`src/rtl/a23_copro_pkg.sv`:
```
// Shared definitions for the Amber 2 CP15 control block: register numbers,
// co-processor operation encodings and the flush handshake state type.
package a23_copro_pkg;

  localparam logic [3:0] CRN_ID         = 4'd0;
  localparam logic [3:0] CRN_FLUSH      = 4'd1;
  localparam logic [3:0] CRN_CTRL       = 4'd2;
  localparam logic [3:0] CRN_CACHEABLE  = 4'd3;
  localparam logic [3:0] CRN_UPDATEABLE = 4'd4;
  localparam logic [3:0] CRN_DISRUPTIVE = 4'd5;
  localparam logic [3:0] CRN_FSTATUS    = 4'd6;
  localparam logic [3:0] CRN_FADDR      = 4'd7;
  localparam logic [3:0] CRN_FPOP       = 4'd8;
  localparam logic [3:0] CRN_FOVF       = 4'd9;
  localparam logic [3:0] CRN_FCNT       = 4'd10;

  localparam logic [1:0] OP_MRC = 2'd1;
  localparam logic [1:0] OP_MCR = 2'd2;

  typedef enum logic [1:0] {
    FL_IDLE = 2'd0,
    FL_REQ  = 2'd1,
    FL_WAIT = 2'd2
  } flush_state_e;

endpackage

```
`src/rtl/a23_copro_fault_fifo.sv`:
```
// Fault record FIFO: 40-bit entries {address, status}. A push into a full
// FIFO is dropped and sets a sticky overflow flag; a pop on empty is ignored.
module a23_copro_fault_fifo #(
  parameter int FAULT_DEPTH = 4
) (
  input  logic                         i_clk,
  input  logic                         i_rst,
  input  logic                         i_push,
  input  logic [39:0]                  i_push_data,
  input  logic                         i_pop,
  input  logic                         i_ovf_clr,
  output logic [39:0]                  o_head,
  output logic [$clog2(FAULT_DEPTH):0] o_count,
  output logic                         o_empty,
  output logic                         o_overflow
);

  localparam int PW = $clog2(FAULT_DEPTH);
  localparam int CW = PW + 1;

  logic [39:0]   mem_q [FAULT_DEPTH];
  logic [PW-1:0] wr_ptr_q, rd_ptr_q;
  logic [CW-1:0] count_q;
  logic          ovf_q;
  logic          full, pop_ok, push_ok;

  assign full    = (count_q == CW'(FAULT_DEPTH));
  assign o_empty = (count_q == '0);
  assign pop_ok  = i_pop & ~o_empty;
  // A simultaneous pop frees a slot, so a push into a full FIFO still lands.
  assign push_ok = i_push & (~full | pop_ok);

  // Entry storage; not reset, the head is masked while the FIFO is empty.
  always_ff @(posedge i_clk) begin
    if (push_ok) mem_q[wr_ptr_q] <= i_push_data;
  end

  // Pointers, occupancy and sticky overflow; a new overflow wins over a clear.
  always_ff @(posedge i_clk or posedge i_rst) begin
    if (i_rst) begin
      wr_ptr_q <= '0;
      rd_ptr_q <= '0;
      count_q  <= '0;
      ovf_q    <= 1'b0;
    end else begin
      if (push_ok) wr_ptr_q <= wr_ptr_q + PW'(1);
      if (pop_ok)  rd_ptr_q <= rd_ptr_q + PW'(1);
      count_q <= count_q + CW'(push_ok) - CW'(pop_ok);
      if (i_push && !push_ok) ovf_q <= 1'b1;
      else if (i_ovf_clr)     ovf_q <= 1'b0;
    end
  end

  assign o_head     = o_empty ? 40'd0 : mem_q[rd_ptr_q];
  assign o_count    = count_q;
  assign o_overflow = ovf_q;

endmodule

```
`src/rtl/a23_copro15_ctrl.sv`:
```
// CP15 control block for the Amber 2 core: cache control, area masks,
// buffered fault records and a flush request/acknowledge handshake.
// Optional fault strobe counter at crn 10: define A23_COPRO_FAULT_CNT_EN.
module a23_copro15_ctrl
  import a23_copro_pkg::*;
#(
  parameter int          AREA_BITS   = 32,
  parameter int          FAULT_DEPTH = 4,
  parameter logic [31:0] ID_VALUE    = 32'h4156_0301
) (
  input  logic                 i_clk,
  input  logic                 i_rst,
  input  logic                 i_fetch_stall,
  input  logic [3:0]           i_copro_crn,
  input  logic [1:0]           i_copro_operation,
  input  logic [31:0]          i_copro_write_data,
  input  logic                 i_fault,
  input  logic [7:0]           i_fault_status,
  input  logic [31:0]          i_fault_address,
  input  logic                 i_cache_flush_done,
  output logic [31:0]          o_copro_read_data,
  output logic                 o_copro_stall,
  output logic                 o_cache_enable,
  output logic                 o_cache_flush,
  output logic [AREA_BITS-1:0] o_cacheable_area,
  output logic [AREA_BITS-1:0] o_updateable_area,
  output logic [AREA_BITS-1:0] o_disruptive_area
);

  logic                 wr_en, rd_en, flush_wr;
  logic [2:0]           ctrl_q;
  logic [AREA_BITS-1:0] cacheable_q, updateable_q, disruptive_q;
  logic [31:0]          read_data_q, rd_val;
  flush_state_e         state_q, state_d;
  logic                 pending_q, pending_d;

  logic [39:0]                  fifo_head;
  logic [$clog2(FAULT_DEPTH):0] fifo_count;
  logic                         fifo_empty, fifo_ovf;

  // A stalled fetch freezes every co-processor access.
  assign wr_en    = ~i_fetch_stall & (i_copro_operation == OP_MCR);
  assign rd_en    = ~i_fetch_stall & (i_copro_operation == OP_MRC);
  assign flush_wr = wr_en & (i_copro_crn == CRN_FLUSH);

  // Fault pushes are never gated by the stall so no fault is lost.
  a23_copro_fault_fifo #(.FAULT_DEPTH(FAULT_DEPTH)) u_fifo (
    .i_clk       (i_clk),
    .i_rst       (i_rst),
    .i_push      (i_fault),
    .i_push_data ({i_fault_address, i_fault_status}),
    .i_pop       (wr_en & (i_copro_crn == CRN_FPOP)),
    .i_ovf_clr   (wr_en & (i_copro_crn == CRN_FOVF)),
    .o_head      (fifo_head),
    .o_count     (fifo_count),
    .o_empty     (fifo_empty),
    .o_overflow  (fifo_ovf)
  );

`ifdef A23_COPRO_FAULT_CNT_EN
  logic [15:0] fcnt_q;
  // Saturating count of every fault strobe; a clear with a same-cycle fault leaves 1.
  always_ff @(posedge i_clk or posedge i_rst) begin
    if (i_rst)                                  fcnt_q <= '0;
    else if (wr_en && i_copro_crn == CRN_FCNT)  fcnt_q <= {15'd0, i_fault};
    else if (i_fault && fcnt_q != 16'hFFFF)     fcnt_q <= fcnt_q + 16'd1;
  end
`endif

  // Register file read multiplexer, sampled into the read data register.
  always_comb begin
    rd_val = '0;
    case (i_copro_crn)
      CRN_ID:         rd_val = ID_VALUE;
      CRN_CTRL:       rd_val = {29'd0, ctrl_q};
      CRN_CACHEABLE:  rd_val = 32'(cacheable_q);
      CRN_UPDATEABLE: rd_val = 32'(updateable_q);
      CRN_DISRUPTIVE: rd_val = 32'(disruptive_q);
      CRN_FSTATUS:    rd_val = {fifo_ovf, 7'd0, 8'(fifo_count), 8'd0, fifo_head[7:0]};
      CRN_FADDR:      rd_val = fifo_head[39:8];
      CRN_FOVF:       rd_val = {31'd0, fifo_ovf};
`ifdef A23_COPRO_FAULT_CNT_EN
      CRN_FCNT:       rd_val = {16'd0, fcnt_q};
`endif
      default:        rd_val = '0;
    endcase
  end

  // Control registers, area masks and read data capture; writes land even mid-flush.
  always_ff @(posedge i_clk or posedge i_rst) begin
    if (i_rst) begin
      ctrl_q       <= '0;
      cacheable_q  <= '0;
      updateable_q <= '0;
      disruptive_q <= '0;
      read_data_q  <= '0;
    end else begin
      if (rd_en) read_data_q <= rd_val;
      if (wr_en) begin
        case (i_copro_crn)
          CRN_CTRL:       ctrl_q       <= i_copro_write_data[2:0];
          CRN_CACHEABLE:  cacheable_q  <= i_copro_write_data[AREA_BITS-1:0];
          CRN_UPDATEABLE: updateable_q <= i_copro_write_data[AREA_BITS-1:0];
          CRN_DISRUPTIVE: disruptive_q <= i_copro_write_data[AREA_BITS-1:0];
          default: ;
        endcase
      end
    end
  end

  // Flush handshake state and the single-level pending request.
  always_ff @(posedge i_clk or posedge i_rst) begin
    if (i_rst) begin
      state_q   <= FL_IDLE;
      pending_q <= 1'b0;
    end else begin
      state_q   <= state_d;
      pending_q <= pending_d;
    end
  end

  // Flush next state: one-cycle request pulse, then stall until the cache acknowledges.
  always_comb begin
    state_d       = state_q;
    pending_d     = pending_q;
    o_cache_flush = 1'b0;
    o_copro_stall = 1'b0;
    case (state_q)
      FL_IDLE: begin
        if (flush_wr) state_d = FL_REQ;
      end
      FL_REQ: begin
        o_cache_flush = 1'b1;
        o_copro_stall = 1'b1;
        state_d       = FL_WAIT;
        if (flush_wr) pending_d = 1'b1;
      end
      FL_WAIT: begin
        o_copro_stall = 1'b1;
        if (i_cache_flush_done) begin
          if (pending_q || flush_wr) begin
            state_d   = FL_REQ;
            pending_d = 1'b0;
          end else begin
            state_d = FL_IDLE;
          end
        end else if (flush_wr) begin
          pending_d = 1'b1;
        end
      end
      default: begin
        state_d   = FL_IDLE;
        pending_d = 1'b0;
      end
    endcase
  end

  assign o_copro_read_data = read_data_q;
  assign o_cache_enable    = ctrl_q[0];
  assign o_cacheable_area  = cacheable_q;
  assign o_updateable_area = updateable_q;
  assign o_disruptive_area = disruptive_q;

endmodule

```
`config.mk`:
```
export PLATFORM = sky130hd
export DESIGN_NAME = a23_copro15_ctrl
export DESIGN_NICKNAME = d
export VERILOG_FILES = /design/src/rtl/a23_copro_pkg.sv /design/src/rtl/a23_copro_fault_fifo.sv /design/src/rtl/a23_copro15_ctrl.sv
export SDC_FILE = /design/constraint.sdc
export NUM_CORES = 1
export LEC_CHECK = 0
export BUFFER_PORTS_ARGS = -buffer_cell sky130_fd_sc_hd__buf_2
export CAP_MARGIN = 20
export CORE_UTILIZATION = 55
export CTS_BUF_LIST = sky130_fd_sc_hd__clkbuf_2
export DETAILED_ROUTE_END_ITERATION = 8
export PLACE_DENSITY = 0.76
export REMOVE_ABC_BUFFERS = 1
export SETUP_SLACK_MARGIN = 0.2
export SLEW_MARGIN = 20
export SYNTH_ARGS = -nofsm -noshare
export SYNTH_HDL_FRONTEND = slang
export SYNTH_SLANG_ARGS = --single-unit
```
`constraint.sdc`:
```
create_clock -name i_clk -period 6.5 [get_ports i_clk]
set_input_delay 1.3 -clock i_clk [delete_from_list [all_inputs] [get_ports i_clk]]
set_output_delay 1.3 -clock i_clk [all_outputs]
set_load 0.05 [all_outputs]
```
==> metrics.md <==
| Metric | Value |
|---|---|
| Vias in the first global route | between 7000 and 8000 |
| Crit path DAT | around 4.2 ns |
| CP startpoint kind | input port |
| Status | finished clean |
| Synth Area in XOR/XNOR | less than 1% |
| Synthesized area per cell | around 16 um^2 |
| Share of the synthesized area in the top cell type | between 30% and 40% |
| Largest family of logic cells by synthesized area | multiplexers |
| Vias after detailed routing | approximately 8000 |
| Clk buf depth | 3 |
| Post-synth EDFFs | 160 |
| Routed WL | about 28000 um |
| CTS buffer count | 77 |
| Peak VDD IR | between 0.15 and 0.2 mV |
| Design Area, Final | around 0.014 mm^2 |
| Final nets | about 1100 |
| P per Cell Area | around 350 mW/mm^2 |
| Die footprint | ~0.023 mm^2 |
| Synth Instances | 747 |
| Per-cell routed wire length | 20.92 um |
| Initial core utilization | between 50% and 60% |
| Max stage delay cell, worst path | nand2_2 |
| Final Hold Vio Count | 0 |
| Setup Crit Path Kind | input port to flop |
| # IOs | 214 |
| Slew @ Worst Pin | between 1 and 1.5 ns |
| Total of max-cap violations | 0 |
| Pins Over Slew Limit | 0 |
| Post-synthesis sequential area ratio | roughly two thirds |
| Height of the die | roughly 150 um |
| Post-synth top area cell | edfxtp_1 |
| Setup Buffers After CTS | 0 |
| Finish-stage setup viols | 0 |
| DRC | 0 |
| Most used DFF post-synth | edfxtp_1 |
| DRT iter0 DRCs | roughly 630 |
| YS warnings | 0 |
| Hold crit path type | flop to flop |
| Compound-cell area share of the yosys netlist | between 6 and 7% |
| GRT overflow | 0 |
| Fin crit period | approximately 3.5 ns |
| H-tree Lvls | 3 |
| Global-route wire length before repair | between 40000 and 50000 um |
| Layout cells sized above 1 | a little under half |
| Required time of the worst setup path | between 7 and 8 ns |
| Rel. slew slack | roughly 32% |
| Asr flop ratio synth | 47.02% |
| Synth area leaders | edfxtp_1 (39%), dfrtp_1 (29%), mux2_2 (8.9%) |
| Fmax | 287.1 MHz |
| Leakage power | 6.457 nW |
| Clk pin slew, worst setup/hold paths | roughly 0.10 ns |
| Port buffer count | ~210 |
| Mux contribution to synthesized area | between 10% and 20% |
| Library cells used by synthesis | 53 |
| Layout area overhead | 16.55% |
| Hpwl dp | roughly 18000 um |
| Area of the mapped netlist | 0.01230 mm^2 |
| CTS tree | yes |
| Clk_skew | 0.08530 ns |
| CORE AREA | between 0.02 and 0.025 mm^2 |
| Fill cells | ~1700 |
| Clk_lat worst skew | approximately 0.86 ns |
| Total track usage | between 20% and 30% |
| Clock sink count | between 300 and 400 |
| Post-cts sizing count | 0 |
| Crit share post-route | a little over half |
| Vias per cell | around 5.8 |
| Setup TNS | 0 ns |
| Worst-path fanout max | 32 |
| Synth Area in Adders | around 1.2% |
| Register bit total from synthesis | approximately 300 |
| Critical path endpoint category | flop |
| WP buf/inv | 1 |
| Routability cong. | 0.7851 |
| Root buffer cell | clkbuf_2 |
| Unrepaired setup endpoints after global routing | no |
| Row count | 54 |
| CP top delay family | simple AND/OR/NAND/NOR gates |
| First-pass DRT Iterations | 8 |
| Post-Synth Simple-Gate Area | 3.856% |
| Die W | ~150 um |
| Slowest stage delay, CP | between 0.7 and 0.8 ns |
| Largest net degree at the start of global routing | 92 |
| Placed Area | between 0.01 and 0.015 mm^2 |
| CP Cell Sequence | buf_2 > nand2b_1 > nor2_2 > nand2_2 > mux2_2 |
| Hold_buf cts | 0 |
| Initial antenna violation count | 5 |
| Routed Antenna Nets | 0 |
-- final cells by class --
cell class | instances | area [um^2] | area share, %
multi-input combinational | 380 | 3687 | 25.72
sequential | 302 | 8363 | 58.35
tap | 280 | 350.3 | 2.444
clock inverter | 8 | 31.28 | 0.2182
inverter | 22 | 87.58 | 0.6110
clock buffer | 128 | 640.6 | 4.469
timing repair buffer | 225 | 1169 | 8.153
antenna | 2 | 5.005 | 0.03492
-- layout by cell type (no fill, tap or decap), types with 3 or more instances in the layout --
| cell | netlist | final |
|---|---|---|
| a21o_1 | 16 | 16 |
| a21oi_1 | 30 | 30 |
| a221oi_1 | 8 | 8 |
| a222oi_1 | 15 | 15 |
| a22o_1 | 7 | 7 |
| a22oi_1 | 7 | 7 |
| and2_2 | 0 | 4 |
| buf_2 | 23 | 213 |
| buf_4 | 3 | 11 |
| clkbuf_2 | 0 | 128 |
| clkinv_1 | 0 | 6 |
| dfrtp_1 | 142 | 140 |
| edfxtp_1 | 160 | 160 |
| ha_1 | 10 | 10 |
| inv_1 | 22 | 21 |
| mux2_1 | 4 | 4 |
| mux2_2 | 97 | 97 |
| mux2i_1 | 12 | 12 |
| mux4_2 | 39 | 39 |
| nand2_1 | 45 | 43 |
| nand2b_1 | 3 | 3 |
| nand3_1 | 4 | 4 |
| nor2_1 | 13 | 13 |
| nor2b_1 | 6 | 6 |
| nor3_1 | 6 | 5 |
| nor3_4 | 0 | 3 |
| o211ai_1 | 6 | 6 |
| o21ai_0 | 6 | 6 |
| o221ai_1 | 7 | 7 |
| xnor2_1 | 5 | 5 |
-- stage by stage --
stage	utilization (%)	hold WS [ns]	power, mW	instances	setup WS, ns
floorplan	-	0.4786	3.518	704	1.390
global placement	62.27	0.4562	3.874	1208	2.302
detailed placement	62.39	0.4618	3.907	1209	2.199
CTS	65.46	0.4851	5.141	1345	3.085
global route	65.48	0.4996	5.354	1347	2.894
finish	65.48	0.4849	5.088	1347	3.017
-- where the power goes --
group / leakage (nW) / switching [mW] / internal (mW)
Combinational: 2.56 / 0.819 / 0.461
Sequential: 3.35 / 0.204 / 2.37
Clock: 0.549 / 0.732 / 0.506
-- synth_stat cells, types with 3 or more instances --
cell      number
a21o_1        16
nand2b_1       3
a221oi_1       8
mux4_2        39
o221ai_1       7
dfrtp_1      142
buf_1          3
buf_4          3
a22o_1         7
ha_1          10
nand3_1        4
a21oi_1       30
nor2_1        13
buf_2         23
nor3_1         6
edfxtp_1     160
o21ai_0        6
nand2_1       45
mux2_2        97
clkbuf_1      13
and2_1         4
a22oi_1        7
a222oi_1      15
nor2b_1        6
inv_1         22
xnor2_1        5
mux2i_1       12
o211ai_1       6
mux2_1         4
-- state kept, by name (all words and copies together) (netlist names) --
name               cells
o_copro_read_data     32
u_fifo.wr_ptr_q        2
ctrl_q                 3
pending_q              1
o_updateable_area     32
u_fifo.mem_q         160
o_disruptive_area     32
o_cacheable_area      32
state_q                2
u_fifo.rd_ptr_q        2
u_fifo.o_count         3
u_fifo.o_overflow      1
-- metal layers --
metal | share of wire [%] | GRT usage, %
met5 | 0.12 | 0
met4 | 2.2 | 9.257
met3 | 8.5 | 7.305
met2 | 49 | 40.55
met1 | 40 | 33.32
-- worst paths after layout --
path                                             from                    end  slack (ns)  cells past startpoint
worst min-delay path            o_copro_read_data[13]  o_copro_read_data[13]        0.48                      1
min in group asynchronous                       i_rst   o_disruptive_area[1]        0.65                      2
worst max-delay path                   i_copro_crn[0]  o_disruptive_area[26]        3.02                      5
worst max register to register      u_fifo.o_count[1]      u_fifo.o_count[2]        4.05                      8
max in group asynchronous                       i_rst     u_fifo.rd_ptr_q[0]        4.59                      3
worst min register to register  o_copro_read_data[13]  o_copro_read_data[13]        0.48                      1
-- logic make-up after synthesis --
logic type,after synthesis
flip-flops,302
XOR/XNOR,5
AND/OR/NAND/NOR,96
multiplexers,152
AO/OA/AOI/OAI,116
buffers and inverters,65
adder cells (fa/ha/maj),11
(Power assumes the default switching activity.)
